===== src/rtl/spi_master_pkg.sv =====
// Shared defaults, FSM state type and a small helper for the SPI master.
package spi_master_pkg;

    localparam int unsigned SpiWidth   = 16;
    localparam int unsigned SpiClkDiv  = 2;
    localparam int unsigned SpiCsSetup = 2;
    localparam int unsigned SpiCsHold  = 2;
    localparam int unsigned SpiCsIdle  = 2;

    typedef enum logic [2:0] {
        StIdle,
        StSetup,
        StXfer,
        StHold,
        StGap
    } spi_state_e;

    function automatic int unsigned max3(input int unsigned a, input int unsigned b,
                                         input int unsigned c);
        int unsigned m;
        m = (a > b) ? a : b;
        return (m > c) ? m : c;
    endfunction

endpackage


===== src/rtl/spi_sck_gen.sv =====
// SCK half-period divider: toggles the SCK level every CLK_DIV cycles while enabled and
// flags the cycle on which SCK rises or falls. Forced low when disabled.
module spi_sck_gen #(
    parameter int unsigned CLK_DIV = 2
) (
    input  logic clkIN,
    input  logic reset_spi,
    input  logic en_i,
    output logic sck_o,
    output logic rise_o,
    output logic fall_o
);

    localparam int unsigned CntW = $clog2(CLK_DIV + 1);

    logic [CntW-1:0] cnt_q;
    logic            sck_q;
    logic            tick;

    assign tick = en_i && (cnt_q == CntW'(CLK_DIV - 1));

    always_ff @(posedge clkIN) begin
        if (!reset_spi) begin
            cnt_q <= '0;
            sck_q <= 1'b0;
        end else if (!en_i) begin
            cnt_q <= '0;
            sck_q <= 1'b0;
        end else if (tick) begin
            cnt_q <= '0;
            sck_q <= ~sck_q;
        end else begin
            cnt_q <= cnt_q + CntW'(1);
        end
    end

    assign sck_o  = sck_q;
    assign rise_o = tick && !sck_q;
    assign fall_o = tick && sck_q;

endmodule


===== src/rtl/spi_master.sv =====
// SPI master, mode 0 (CPOL=0, CPHA=0), MSB first, with chip-select setup/hold/idle gaps.
module spi_master
    import spi_master_pkg::*;
#(
    parameter int unsigned WIDTH    = SpiWidth,
    parameter int unsigned CLK_DIV  = SpiClkDiv,
    parameter int unsigned CS_SETUP = SpiCsSetup,
    parameter int unsigned CS_HOLD  = SpiCsHold,
    parameter int unsigned CS_IDLE  = SpiCsIdle
) (
    input  logic             clkIN,
    input  logic             reset_spi,
    input  logic             startIN,
    input  logic [WIDTH-1:0] dataIN,
    output logic [WIDTH-1:0] dataOUT,
    output logic             busyOUT,
    output logic             doneOUT,
    output logic             nSSOUT,
    output logic             SCKOUT,
    output logic             MOSIOUT,
    input  logic             MISOIN
);

    localparam int unsigned PhW = $clog2(max3(CS_SETUP, CS_HOLD, CS_IDLE) + 1);

    spi_state_e       state_q;
    logic [PhW-1:0]   ph_cnt_q;
    logic [4:0]       bit_cnt_q;
    logic [WIDTH-1:0] tx_q;
    logic [WIDTH-1:0] rx_q;
    logic [WIDTH-1:0] data_out_q;
    logic             busy_q;
    logic             done_q;
    logic             nss_q;
    logic             sck_en;
    logic             sck_rise;
    logic             sck_fall;

    assign sck_en = (state_q == StXfer);

    spi_sck_gen #(
        .CLK_DIV(CLK_DIV)
    ) u_sck_gen (
        .clkIN    (clkIN),
        .reset_spi(reset_spi),
        .en_i     (sck_en),
        .sck_o    (SCKOUT),
        .rise_o   (sck_rise),
        .fall_o   (sck_fall)
    );

    always_ff @(posedge clkIN) begin
        if (!reset_spi) begin
            state_q    <= StIdle;
            ph_cnt_q   <= '0;
            bit_cnt_q  <= '0;
            tx_q       <= '0;
            rx_q       <= '0;
            data_out_q <= '0;
            busy_q     <= 1'b0;
            done_q     <= 1'b0;
            nss_q      <= 1'b1;
        end else begin
            done_q <= 1'b0;
            unique case (state_q)
                StIdle: begin
                    if (startIN) begin
                        tx_q      <= dataIN;
                        nss_q     <= 1'b0;
                        busy_q    <= 1'b1;
                        ph_cnt_q  <= '0;
                        bit_cnt_q <= '0;
                        state_q   <= StSetup;
                    end
                end
                StSetup: begin
                    if (ph_cnt_q == PhW'(CS_SETUP - 1)) begin
                        ph_cnt_q <= '0;
                        state_q  <= StXfer;
                    end else begin
                        ph_cnt_q <= ph_cnt_q + PhW'(1);
                    end
                end
                StXfer: begin
                    if (sck_rise) begin
                        rx_q <= {rx_q[WIDTH-2:0], MISOIN};
                    end
                    // The top bit of tx_q drives MOSI, so it keeps the LSB after the last bit.
                    if (sck_fall) begin
                        if (bit_cnt_q == 5'(WIDTH - 1)) begin
                            bit_cnt_q <= '0;
                            state_q   <= StHold;
                        end else begin
                            bit_cnt_q <= bit_cnt_q + 5'd1;
                            tx_q      <= {tx_q[WIDTH-2:0], 1'b0};
                        end
                    end
                end
                StHold: begin
                    if (ph_cnt_q == PhW'(CS_HOLD - 1)) begin
                        ph_cnt_q   <= '0;
                        nss_q      <= 1'b1;
                        data_out_q <= rx_q;
                        done_q     <= 1'b1;
                        state_q    <= StGap;
                    end else begin
                        ph_cnt_q <= ph_cnt_q + PhW'(1);
                    end
                end
                StGap: begin
                    if (ph_cnt_q == PhW'(CS_IDLE - 1)) begin
                        ph_cnt_q <= '0;
                        busy_q   <= 1'b0;
                        state_q  <= StIdle;
                    end else begin
                        ph_cnt_q <= ph_cnt_q + PhW'(1);
                    end
                end
                default: state_q <= StIdle;
            endcase
        end
    end

    assign dataOUT = data_out_q;
    assign busyOUT = busy_q;
    assign doneOUT = done_q;
    assign nSSOUT  = nss_q;
    assign MOSIOUT = tx_q[WIDTH-1];

endmodule


===== config.mk =====
export PLATFORM = sky130hd
export DESIGN_NAME = spi_master
export DESIGN_NICKNAME = d
export VERILOG_FILES = /design/src/rtl/spi_master_pkg.sv /design/src/rtl/spi_sck_gen.sv /design/src/rtl/spi_master.sv
export SDC_FILE = /design/constraint.sdc
export NUM_CORES = 1
export LEC_CHECK = 0
export ABC_CLOCK_PERIOD_IN_PS = 2440
export BUFFER_PORTS_ARGS = -buffer_cell sky130_fd_sc_hd__buf_4
export CAP_MARGIN = 20
export CORE_MARGIN = 2
export CORE_UTILIZATION = 35
export CTS_CLUSTER_SIZE = 25
export DETAILED_ROUTE_END_ITERATION = 8
export PLACE_DENSITY = 0.61
export SYNTH_ARGS = -nofsm -noshare
export SYNTH_HDL_FRONTEND = slang
export SYNTH_SLANG_ARGS = --single-unit
export TNS_END_PERCENT = 5

===== constraint.sdc =====
create_clock -name clkIN -period 2.44 [get_ports clkIN]
set_clock_uncertainty 0.2 [all_clocks]
set_input_delay 0.366 -clock clkIN [delete_from_list [all_inputs] [get_ports clkIN]]
set_output_delay 0.366 -clock clkIN [all_outputs]
set_load 0.01 [all_outputs]

== Word level (Yosys, flattened, before mapping) ==
Cells that the tools add are included.
Operators by class
  reductions and logical operators: 21
  mux-type cells: 25
  equality and inequality tests: 14
  add/sub/neg operators: 3
  bitwise operators: 3
Operators by type and width (number)
  16-bit 2-to-1 mux: 3
  16-bit one-hot mux with 2 select lines: 1
  3-bit 2-to-1 mux: 6
  5-bit 2-to-1 mux: 3
  3-bit one-hot mux with 5 select lines: 1
  2-bit inequality test (second input constant): 7
  5-bit one-hot mux with 2 select lines: 1
  2-bit AND reduction: 5
  3-bit AND reduction: 3
  2-bit nonzero test: 4
  3-bit by 2-bit equality test with 1-bit output (second input constant): 2
  6-bit AND reduction: 1
  3-bit OR reduction: 2
  5-bit by 1-bit adder with 5-bit output (second input constant): 1
  5-bit by 4-bit equality test with 1-bit output (second input constant): 1
  1-bit 2-to-1 mux: 5
  2-bit by 1-bit adder with 2-bit output (second input constant): 2
  2-bit by 1-bit equality test with 1-bit output (second input constant): 2
  2-bit 2-to-1 mux: 2
  1-bit one-hot mux with 2 select lines: 2
  2-bit one-hot mux with 2 select lines: 1
  4-bit AND reduction: 1
  3-bit by 1-bit equality test with 1-bit output (second input constant): 1
  3-bit equality test (second input constant): 1
  4 further kinds: 8
Storage, ports and cells
  input bits: 20
  register bits after elaboration: 64
  output and inout bits: 21
  logic and storage cells: 77

== Longest topological paths before layout ==
Gate-level depths: netlist of run 1.
  depth after elaboration: 5
  depth in mapped cells: 8
  mapped depth without buffers: 6

== Cells and area by module ==
From an unflattened synthesis of run 1, not the netlist that was laid out.
Second synthesis, totals
  cell total of the unflattened synthesis: 308
  area, all modules: 2783.9 µm²
By module, submodules not included
  spi_master: sequential area each 1221.2 µm², area each 2666.3 µm², cells each 295, times used 1
  spi_sck_gen: sequential area each 60.1 µm², area each 117.6 µm², cells each 13, times used 1

== Least setup slack after synthesis of run 1 ==
No wires, ideal clock.
  path kind: reg-to-reg
  start: reg bit_cnt_q[0]
  end: reg tx_q[10]
  cell stages (with the launch flop): 9
  data arrival time: 1.708 ns
  buffers on the path: 3
  clock period less this slack: 2.025 ns
  slack: 0.415 ns
  setup time: 0.116 ns
  data required time: 2.124 ns
  cell sequence: dfxtp_1 -> ha_1 -> nand3_1 -> or3b_1 -> buf_2 -> and2_4 -> buf_6 -> buf_6 -> o211a_1
Between the ends
  cells in the longest elaborated chain, start to end: 3
Ends and longest elaborated chain
  from (decl): line spi_master.sv:28  | logic [4:0] bit_cnt_q;
  from (signal assigned): line spi_master.sv:94  | bit_cnt_q <= bit_cnt_q + 5'd1;
  5-bit by 4-bit equality test with 1-bit output: line spi_master.sv:90  | if (bit_cnt_q == 5'(WIDTH - 1)) begin
  2-bit inequality test (no source line)
  4-bit AND reduction (no source line)
  to (signal assigned): line spi_master.sv:68  | tx_q <= dataIN;
  to (signal assigned): line spi_master.sv:95  | tx_q <= {tx_q[WIDTH-2:0], 1'b0};
  to (decl): line spi_master.sv:29  | logic [WIDTH-1:0] tx_q;
No other way between the ends.
A chain may end at the register's enable or synchronous reset.

== Worst setup path after layout of run 1 ==
  start: reg state_q[1]
  end: reg rx_q[0]
Between the ends
  cells in the longest elaborated chain, start to end: 4
Ends and longest elaborated chain
  from (decl): line spi_master.sv:26  | spi_state_e state_q;
  from (signal assigned): line spi_master.sv:54  | state_q <= StIdle;
  from (signal assigned): line spi_master.sv:73  | state_q <= StSetup;
  from (signal assigned): line spi_master.sv:79  | state_q <= StXfer;
  3-bit by 2-bit equality test with 1-bit output *: line spi_master.sv:39, spi_master.sv:65
  1-bit logical AND: line spi_sck_gen.sv:20  | assign tick = en_i && (cnt_q == CntW'(CLK_DIV - 1));
  1-bit logical AND: line spi_sck_gen.sv:38  | assign rise_o = tick && !sck_q;
  2-bit AND reduction (no source line) *
  to (signal assigned): line spi_master.sv:86  | rx_q <= {rx_q[WIDTH-2:0], MISOIN};
  to (decl): line spi_master.sv:30  | logic [WIDTH-1:0] rx_q;
Mark *: on every way between the ends. The rest lies on a longest branch, timed or not.

==> results of run 1 <==
sequential cells by signal (all words and copies together) (netlist names):
name and count:
bit_cnt_q 5, busyOUT 1, dataOUT 16, doneOUT 1, nSSOUT 1, ph_cnt_q 2, rx_q 16, state_q 3
tx_q 16, u_sck_gen.cnt_q 2, u_sck_gen.sck_o 1
report_power, final:
part / leakage (nW) / internal (mW) / switching, mW
combinational: 0.738 / 0.0919 / 0.0882
sequential: 0.520 / 1.08 / 0.0239
clock: 0.0989 / 0.503 / 0.435
total: 1.36 / 1.67 / 0.548
cells by family after synthesis:
logic type | Yosys count | share of synthesized area
AO/OA/AOI/OAI | 69 | 0.195
XOR/XNOR | 2 | 0.00641
adder cells (fa/ha/maj) | 2 | 0.00915
buffers and inverters | 26 | 0.0499
flip-flops | 64 | 0.469
multiplexers | 1 | 0.00412
AND/OR/NAND/NOR | 154 | 0.266
worst paths after layout:
kind,from,end,slack (ns),cells past startpoint
worst min register to register,u_sck_gen.cnt_q[0],u_sck_gen.cnt_q[0],0.24,1
worst min-delay path,MISOIN,rx_q[0],0.1,3
worst max-delay path,state_q[1],rx_q[0],0.36,5
worst max register to register,state_q[1],rx_q[0],0.36,5
Yosys cell counts, types with 2 or more instances:
cell type and number:
and2_1 2, o21ai_1 3, clkbuf_1 9, nand4_1 15
a21oi_1 4, o21ai_0 3, nand4b_1 2, a21boi_1 37
nand2_1 104, nor3_1 2, o211a_1 15, ha_1 2
nand3_1 7, nand2b_1 3, buf_1 2, or3_1 2
buf_2 10, nor2_1 6, buf_6 3, dfxtp_1 64
nand3b_1 3, or3b_1 2
final cells by class:
cell class,instances,area share
Clock buffer,10,0.0417
Clock inverter,6,0.0204
Inverter,1,0.00114
Multi-Input combinational cell,228,0.401
Sequential cell,64,0.388
Tap cell,102,0.0386
Timing Repair Buffer,48,0.109
cells in the final DEF (no fill, tap or decap), drive strengths merged:
cell / count
a211o: 1
a211oi: 1
a21boi: 37
a21oi: 4
a22oi: 1
a311oi: 1
and2: 3
buf: 48
bufinv: 1
clkbuf: 10
clkinv: 2
clkinvlp: 2
dfxtp: 64
ha: 2
inv: 2
mux2: 1
nand2: 104
nand2b: 3
nand3: 7
nand3b: 3
nand4: 15
nand4b: 2
nor2: 6
nor3: 2
nor3b: 2
nor4: 1
nor4b: 1
o211a: 15
o21a: 1
o21ai: 6
o2bb2ai: 1
o31ai: 1
or3: 2
or3b: 2
or4b: 1
xnor2: 1
xor2: 1
layer usage:
layer	part of all wire	GRT usage	vias up
met2	0.46	0.224	45
met1	0.49	0.174	1043
li1	-	-	1161
met3	0.039	0.0301	6
met4	0.012	0.0634	0
met5	0	0	-
stage by stage:
step            util  setup WS, ns  area [um2]  hold WS [ns]
2_1_floorplan      -         0.415        2730         0.207
3_3_place_gp   0.405         0.454        3100         0.217
6_report       0.432         0.357        3300        0.0981
4_1_cts        0.432         0.349        3300        0.0853
5_1_grt        0.432         0.226        3300         0.109
3_5_place_dp   0.405         0.386        3100         0.229
worst register-to-register path: stages (launching register included):
cell      delay (ns)
dfxtp_1         0.59
or3b_1          0.54
nor3b_4         0.23
buf_4           0.23
nand2_1         0.07
a21boi_1        0.14
==> flow_metrics.py, run 1 <==
metrics = {
    "status": {
        "status": "finished, final reports clean",
    },
    "clocking": {
        "ctsResizeCount": 0,
        "clock_latency_ns": 0.34,
        "cts_max_level": 3,
        "cts_hold_buf": 0,
        "clock-sinks": 64,
        "post_cts_buffers": 0,
        "clockBufferDepth": 2,
        "cts_tree": "done",
        "numCtsBuffers": 9,
        "cts_root_buffer": "clkbuf_8",
        "path_clk_slew_ns": 0.08,
    },
    "detailed_routing": {
        "totalWireLength_um": 5630,
        "dr.first_iter.drc_count": 78,
        "drt-vias-per-instance": 4.91,
        "drc": 0,
        "via_count": 2255,
        "wl_per_cell_um": 12.3,
        "drtAntennaViolNets": 0,
        "dr.pass1.iters": 4,
    },
    "logic_synthesis": {
        "syn-num-nets": 340,
        "synth_edf_count": 0,
        "avgSynthCellArea_um2": 8.60,
        "syn_inst": 318,
        "synth_area_leaders": "dfxtp_1, nand2_1, a21boi_1",
        "syn_area_mm2": 0.00273,
        "synth-seq-area-share": 0.469,
        "ys.flop_type": "dfxtp_1",
        "ys_types": 40,
        "synth_top_area_share": 0.469,
        "yosysTopAreaCell": "dfxtp_1",
        "async_reset_ff_frac": 0,
        "yosysWarnings": 0,
        "ys_ff_latch": 64,
    },
    "sta": {
        "hold_violations": 0,
        "fmax_ghz": 0.480,
        "rsz0062_at_grt": "no",
        "fin_crit_sh": 0.854,
        "fin_setup_tns_ns": 0,
        "worstMarginPinSlew_ns": 0.672,
        "max_slew_margin": 0.551,
        "finalSetupViolations": 0,
        "min_period_ns": 2.08,
        "maxSlewViolCount": 0,
    },
    "placed_design": {
        "port_buffers": 40,
        "dp_cells": 443,
        "routabilityCongestion": 0.746,
        "dp_hpwl_um": 3590,
    },
    "floorplan": {
        "die_h_um": 92.4,
        "coreArea_mm2": 0.00765,
        "initial_core_util": 0.357,
        "die_area_mm2": 0.00853,
        "num_io_pins": 41,
        "num_rows": 32,
        "die-width_um": 92.4,
    },
    "setup_path": {
        "crit_required_ns": 2.50,
        "slowest_stage": "dfxtp_1",
        "critPathKind": "flip-flop to flip-flop",
        "critPathMaxStageDelay_ns": 0.59,
        "worstPathCellList": "or3b_1, nor3b_4, buf_4, nand2_1, a21boi_1",
        "cp-end-kind": "flip-flop",
        "crit_family": "simple AND/OR/NAND/NOR gates",
        "cp_max_fo": 16,
        "arrival_ns": 2.14,
        "cp_num_buf_inv": 1,
        "start_kind": "flip-flop",
    },
    "cells_and_area": {
        "area_growth_pct": 20.9,
        "final_nets": 374,
        "antenna_cells": 0,
        "ff_latch_area_mm2": 0.00128,
        "fillers": 774,
        "drive_gt1_frac": 0.196,
        "final_cells": 459,
        "multi_input_area_mm2": 0.00133,
    },
    "grt": {
        "grt_start_max_net_pins": 63,
        "grt_pass1_wl_um": 9600,
        "antenna_found_initial": 0,
        "track_usage": 0.138,
        "overflow": 0,
        "grt_pass1_vias": 2086,
    },
    "power": {
        "powerDensity_mw_per_mm2": 672,
        "power.total_mw": 2.22,
        "ir_drop_uv": 237,
        "cellLeakagePower_nw": 1.36,
    },
    "hold_path": {
        "hold_path.class": "input port to flip-flop",
    },
    "job": {
        "max-cap-violations": 0,
    },
}
Power figures use the tool's default switching activity.
==> run 2, diff against run 1 <==
--- a/config.mk
+++ b/config.mk
@@ -5,7 +5,6 @@
 export SDC_FILE = /design/constraint.sdc
 export NUM_CORES = 1
 export LEC_CHECK = 0
-export ABC_CLOCK_PERIOD_IN_PS = 2440
 export BUFFER_PORTS_ARGS = -buffer_cell sky130_fd_sc_hd__buf_4
 export CAP_MARGIN = 20
 export CORE_MARGIN = 2
@@ -13,6 +12,7 @@
 export CTS_CLUSTER_SIZE = 25
 export DETAILED_ROUTE_END_ITERATION = 8
 export PLACE_DENSITY = 0.61
+export RECOVER_POWER = 25
 export SYNTH_ARGS = -nofsm -noshare
 export SYNTH_HDL_FRONTEND = slang
 export SYNTH_SLANG_ARGS = --single-unit
==> flow_metrics.py, run 2 (synthesis results as in run 1) <==
metrics = {
    "floorplan": {
        "die_h_um": 92.4,
        "initial_core_util": 0.357,
        "num_rows": 32,
        "coreArea_mm2": 0.00765,
        "die_area_mm2": 0.00853,
        "die-width_um": 92.4,
        "num_io_pins": 41,
    },
    "power": {
        "cellLeakagePower_nw": 1.27,
        "ir_drop_uv": 237,
        "power_frac_comb": 0.079,
        "p_seq_frac": 0.496,
        "p_int_mw": 1.67,
        "powerDensity_mw_per_mm2": 688,
        "p_sw_frac": 0.248,
        "power.net_switching_mw": 0.551,
        "p_clk_frac": 0.424,
    },
    "grt": {
        "track_usage": 0.138,
        "grt_pass1_vias": 2086,
        "grt_pass1_wl_um": 9600,
        "overflow": 0,
        "antenna_found_initial": 0,
        "grt_start_max_net_pins": 63,
    },
    "sta": {
        "hold_violations": 0,
        "fin_crit_sh": 0.849,
        "finalSetupViolations": 0,
        "max_slew_margin": 0.556,
        "maxSlewViolCount": 0,
        "fin_setup_tns_ns": 0,
        "worstMarginPinSlew_ns": 0.664,
        "rsz0062_at_grt": "no",
        "fmax_ghz": 0.483,
        "min_period_ns": 2.07,
    },
    "setup_path": {
        "arrival_ns": 2.13,
        "cp-end-kind": "flip-flop",
        "critPathMaxStageDelay_ns": 0.59,
        "rrSetupSlack_ns": 0.37,
        "worstPathCellList": "or3b_1, nor3b_4, buf_4, nand2_1, a21boi_1",
        "rr_endpoint": "rx_q[0]",
        "cp_max_fo": 16,
        "slowest_stage": "dfxtp_1",
        "start_kind": "flip-flop",
        "crit_path_end": "rx_q[0]",
        "reg2reg_depth": 5,
        "r2r-start": "state_q[1]",
        "critPathKind": "flip-flop to flip-flop",
        "cp-startpoint": "state_q[1]",
        "crit_required_ns": 2.49,
    },
    "placed_design": {
        "routabilityCongestion": 0.746,
        "port_buffers": 40,
        "dp_cells": 443,
        "dp_hpwl_um": 3590,
    },
    "clocking": {
        "numCtsBuffers": 9,
        "post_cts_buffers": 0,
        "cts_hold_buf": 0,
        "clock-sinks": 64,
        "path_clk_slew_ns": 0.08,
        "clockBufferDepth": 2,
        "cts_root_buffer": "clkbuf_8",
        "cts_max_level": 3,
        "ctsResizeCount": 0,
        "clock_latency_ns": 0.34,
        "cts_tree": "done",
    },
    "detailed_routing": {
        "totalWireLength_um": 5650,
        "drt-vias-per-instance": 4.92,
        "dr.first_iter.drc_count": 73,
        "drtAntennaViolNets": 0,
        "via_count": 2258,
        "wl_per_cell_um": 12.3,
        "drc": 0,
        "dr.pass1.iters": 4,
    },
    "cells_and_area": {
        "drive_gt1_frac": 0.140,
        "final_cell_mix": "nand2_1, dfxtp_1, a21boi_1, buf_4, clkbuf_1",
        "area_growth_pct": 18.1,
        "antenna_cells": 0,
        "final_common_cell": "nand2_1",
        "multi_input_area_mm2": 0.00133,
        "fillers": 799,
        "ff_latch_area_mm2": 0.00128,
        "final_nets": 374,
        "final_cells": 459,
        "post-route-util": 0.422,
    },
    "status": {
        "status": "finished, final reports clean",
    },
    "job": {
        "max-cap-violations": 0,
    },
    "hold_path": {
        "hold_path.class": "input port to flip-flop",
    },
}
[run 2: cell count changes in the layout (fill, tap and decap cells not counted), sizes merged]
cell    before  now
clkbuf      10   30
buf         48   28
[run 2: worst min path at each step]
stage	cells after the start	slack, ns	start	to
after floorplan	1	0.21	u_sck_gen.cnt_q[0]	u_sck_gen.cnt_q[0]
after global routing	3	0.11	MISOIN	rx_q[0]
after CTS	3	0.09	MISOIN	rx_q[0]
after detailed placement	1	0.23	u_sck_gen.cnt_q[0]	u_sck_gen.cnt_q[0]
final	3	0.1	MISOIN	rx_q[0]
after global placement	1	0.22	u_sck_gen.cnt_q[0]	u_sck_gen.cnt_q[0]
[run 2: worst max-delay path, delay by kind of cell, from the launching register on]
kind | cells | cell delay [ns]
AOI/OAI and AO/OA | 1 | 0.14
and+or+nand+nor | 3 | 0.82
DFF | 1 | 0.59
buffers and inverters | 1 | 0.23
[run 2: power groups by stage]
stage | clock, mW | sequential (mW) | combinational (mW)
2_1_floorplan | 0 | 1.12 | 0.128
3_3_place_gp | 0 | 1.13 | 0.181
3_5_place_dp | 0 | 1.13 | 0.183
4_1_cts | 0.960 | 1.10 | 0.183
5_1_grt | 1.00 | 1.11 | 0.198
6_report | 0.942 | 1.10 | 0.176
[run 2: cell type report]
class	instances	share of cell area
well taps	102	0.0395
multi-input cells	228	0.411
repair buffers	48	0.0883
clock inverters	6	0.0209
inverters	1	0.00116
clock buffers	10	0.0426
flip-flops and latches	64	0.397
[run 2: layer usage]
layer	routed length, um	track usage	up-vias
li1	-	-	1161
met2	2610	0.224	46
met1	2760	0.174	1047
met3	235	0.0301	4
met5	0	0	-
met4	51	0.0634	0
[run 2: through the flow]
stage | hold WS, ns | power, mW | setup WS, ns | area [um2]
floorplan | 0.207 | 1.25 | 0.415 | 2730
global placement | 0.217 | 1.31 | 0.454 | 3100
detailed placement | 0.229 | 1.31 | 0.386 | 3100
CTS | 0.0853 | 2.25 | 0.349 | 3300
global route | 0.109 | 2.31 | 0.226 | 3230
finish | 0.0990 | 2.22 | 0.369 | 3230
==> run 3, diff against run 2 <==
--- a/config.mk
+++ b/config.mk
@@ -5,13 +5,14 @@
 export SDC_FILE = /design/constraint.sdc
 export NUM_CORES = 1
 export LEC_CHECK = 0
+export ABC_AREA = 1
 export BUFFER_PORTS_ARGS = -buffer_cell sky130_fd_sc_hd__buf_4
 export CAP_MARGIN = 20
 export CORE_MARGIN = 2
 export CORE_UTILIZATION = 35
 export CTS_CLUSTER_SIZE = 25
 export DETAILED_ROUTE_END_ITERATION = 8
-export PLACE_DENSITY = 0.61
+export PLACE_DENSITY = 0.64
 export RECOVER_POWER = 25
 export SYNTH_ARGS = -nofsm -noshare
 export SYNTH_HDL_FRONTEND = slang
==> constraint.sdc (replaced) <==
create_clock -name clkIN -period 1.9 [get_ports clkIN]
set_clock_uncertainty 0.2 [all_clocks]
set_input_delay 0.285 -clock clkIN [delete_from_list [all_inputs] [get_ports clkIN]]
set_output_delay 0.285 -clock clkIN [all_outputs]
set_load 0.01 [all_outputs]
==> flow_metrics.py, run 3 <==
metrics = {
    "status": {
        "status": "finished, final reports clean",
    },
    "clocking": {
        "cts_root_buffer": "clkbuf_8",
        "path_clk_slew_ns": 0.07,
        "cts_hold_buf": 0,
        "clock_latency_ns": 0.33,
        "numCtsBuffers": 9,
        "clockBufferDepth": 2,
        "clock-sinks": 64,
        "cts_max_level": 3,
        "post_cts_buffers": 0,
        "ctsResizeCount": 0,
        "cts_tree": "done",
    },
    "floorplan": {
        "die_h_um": 91.3,
        "num_rows": 31,
        "initial_core_util": 0.364,
        "die_area_mm2": 0.00833,
        "coreArea_mm2": 0.00733,
        "die-width_um": 91.3,
        "num_io_pins": 41,
    },
    "cells_and_area": {
        "final_nets": 443,
        "stdcell_area_mm2": 0.00319,
        "drive_gt1_frac": 0.117,
        "post-route-util": 0.435,
        "final_common_cell": "nor2_1",
        "final_cells": 525,
        "antenna_cells": 0,
        "area_growth_pct": 19.6,
        "final_cell_mix": "nor2_1, nand2_1, dfxtp_1, o21ai_0, inv_1",
    },
    "sta": {
        "finalSetupViolations": 0,
        "max_slew_margin": 0.694,
        "maxSlewViolCount": 0,
        "whs_ns": 0.0363,
        "hold_violations": 0,
        "min_period_ns": 1.73,
        "rsz0062_at_grt": "no",
        "fin_setup_tns_ns": 0,
        "fmax_ghz": 0.578,
        "fin_crit_sh": 0.911,
        "worstMarginPinSlew_ns": 0.459,
    },
    "setup_path": {
        "critPathKind": "flip-flop to flip-flop",
        "critPathMaxStageDelay_ns": 0.35,
        "worstPathCellList": "ha_2, nand2_1, a21oi_2, nand3_2, buf_12, nor2_1, nor2_1",
        "arrival_ns": 1.75,
        "crit_path_frequent_cell": "nor2_1",
        "cp-end-kind": "flip-flop",
        "slowest_stage": "dfxtp_1",
        "cp_max_fo": 31,
        "start_kind": "flip-flop",
        "crit_required_ns": 1.92,
    },
    "logic_synthesis": {
        "avgSynthCellArea_um2": 6.98,
        "synth-seq-area-share": 0.481,
        "synth_area_leaders": "dfxtp_1, nor2_1, nand2_1",
        "synth_edf_count": 0,
        "syn_area_mm2": 0.00267,
        "synth_top_area_share": 0.481,
        "async_reset_ff_frac": 0,
        "syn_inst": 382,
        "synth_most_common_cell": "nor2_1",
        "ys.flop_type": "dfxtp_1",
        "yosysWarnings": 0,
        "yosys-top-cells-count": "nor2_1, nand2_1, dfxtp_1, o21ai_0, inv_1",
        "yosysTopAreaCell": "dfxtp_1",
        "ys_ff_latch": 64,
        "ys_types": 22,
        "syn-num-nets": 404,
    },
    "detailed_routing": {
        "drt-vias-per-instance": 4.43,
        "dr.pass1.iters": 4,
        "drtAntennaViolNets": 0,
        "wl_per_cell_um": 10.4,
        "totalWireLength_um": 5480,
        "drc": 0,
        "via_count": 2324,
        "dr.first_iter.drc_count": 119,
    },
    "power": {
        "ir_drop_uv": 500,
        "cellLeakagePower_nw": 1.51,
        "powerDensity_mw_per_mm2": 1390,
    },
    "placed_design": {
        "placed_area_mm2": 0.00304,
        "dp_cells": 509,
        "dp_hpwl_um": 3560,
        "port_buffers": 40,
        "routabilityCongestion": 0.779,
    },
    "job": {
        "max-cap-violations": 0,
    },
    "grt": {
        "antenna_found_initial": 0,
        "grt_start_max_net_pins": 52,
        "grt_pass1_wl_um": 9300,
        "track_usage": 0.137,
        "overflow": 0,
        "grt_pass1_vias": 2118,
    },
    "hold_path": {
        "hold_path.class": "input port to flip-flop",
    },
}
-- run 3: cell types whose count changed in the layout (fill, tap and decap cells not counted), moves of 6 or more --
| cell | previous run | this run |
|---|---|---|
| o21ai_0 | 3 | 28 |
| inv_1 | 1 | 27 |
| buf_4 | 28 | 22 |
| inv_2 | 0 | 6 |
| nand2_1 | 104 | 80 |
| nor2_1 | 6 | 107 |
| a21boi_1 | 36 | 0 |
| o211a_1 | 15 | 0 |
| nand3_1 | 7 | 13 |
| o21ai_1 | 3 | 20 |
| nand4_1 | 15 | 2 |
-- run 3: per-stage QoR --
step	power (mW)	setup slack, ns
4_1_cts	4.52	0.134
3_5_place_dp	3.20	0.163
6_report	4.43	0.169
2_1_floorplan	2.88	0.270
3_3_place_gp	3.16	0.233
5_1_grt	4.82	0.000387
-- run 3: routing by layer --
| layer | GRT usage | up-vias | part of all wire |
|---|---|---|---|
| li1 | - | 1270 | - |
| met1 | 0.170 | 1005 | 0.49 |
| met2 | 0.224 | 43 | 0.46 |
| met3 | 0.0365 | 6 | 0.041 |
| met4 | 0.0593 | 0 | 0.015 |
| met5 | 0 | - | 0 |
-- run 3: worst paths after layout --
| path | slack [ns] | startpoint | to | cells past startpoint |
|---|---|---|---|---|
| max | 0.17 | u_sck_gen.cnt_q[0] | tx_q[3] | 7 |
| min | 0.04 | MISOIN | rx_q[0] | 3 |
| max reg2reg | 0.17 | u_sck_gen.cnt_q[0] | tx_q[3] | 7 |
| min reg2reg | 0.24 | ph_cnt_q[1] | ph_cnt_q[1] | 2 |
-- run 3: cells by family (layout without fill, tap and decap cells) --
logic type | count (synthesis) | in the layout | share of synthesized area
AO/OA/AOI/OAI | 56 | 56 | 0.107
adder cells (fa/ha/maj) | 2 | 2 | 0.00938
flip-flops | 64 | 64 | 0.481
buffers and inverters | 50 | 94 | 0.0826
AND/OR/NAND/NOR | 210 | 210 | 0.320
-- run 3: worst max-delay path: cells and delay by family, from the launching register on --
| kind | cells | cell delay (ns) |
|---|---|---|
| AO/OA/AOI/OAI | 1 | 0.22 |
| adder cells (fa/ha/maj) | 1 | 0.25 |
| buffers and inverters | 1 | 0.18 |
| flip-flops | 1 | 0.35 |
| AND/OR/NAND/NOR | 4 | 0.42 |
-- run 3: power breakdown --
part | leakage, nW | internal, mW | switching (mW) | total (mW)
Sequential | 0.521 | 1.61 | 0.135 | 1.75
Combinational | 0.878 | 0.496 | 0.889 | 1.39
Clock | 0.111 | 0.781 | 0.518 | 1.30
-- run 3: layout make-up --
cell class / count / area (um2)
clock buffer: 12 / 145
clock inverter: 4 / 77.6
fill: 789 / 4140
inverter: 34 / 129
multi-input combinational: 268 / 1170
sequential: 64 / 1280
tap: 99 / 124
timing repair buffer: 44 / 264
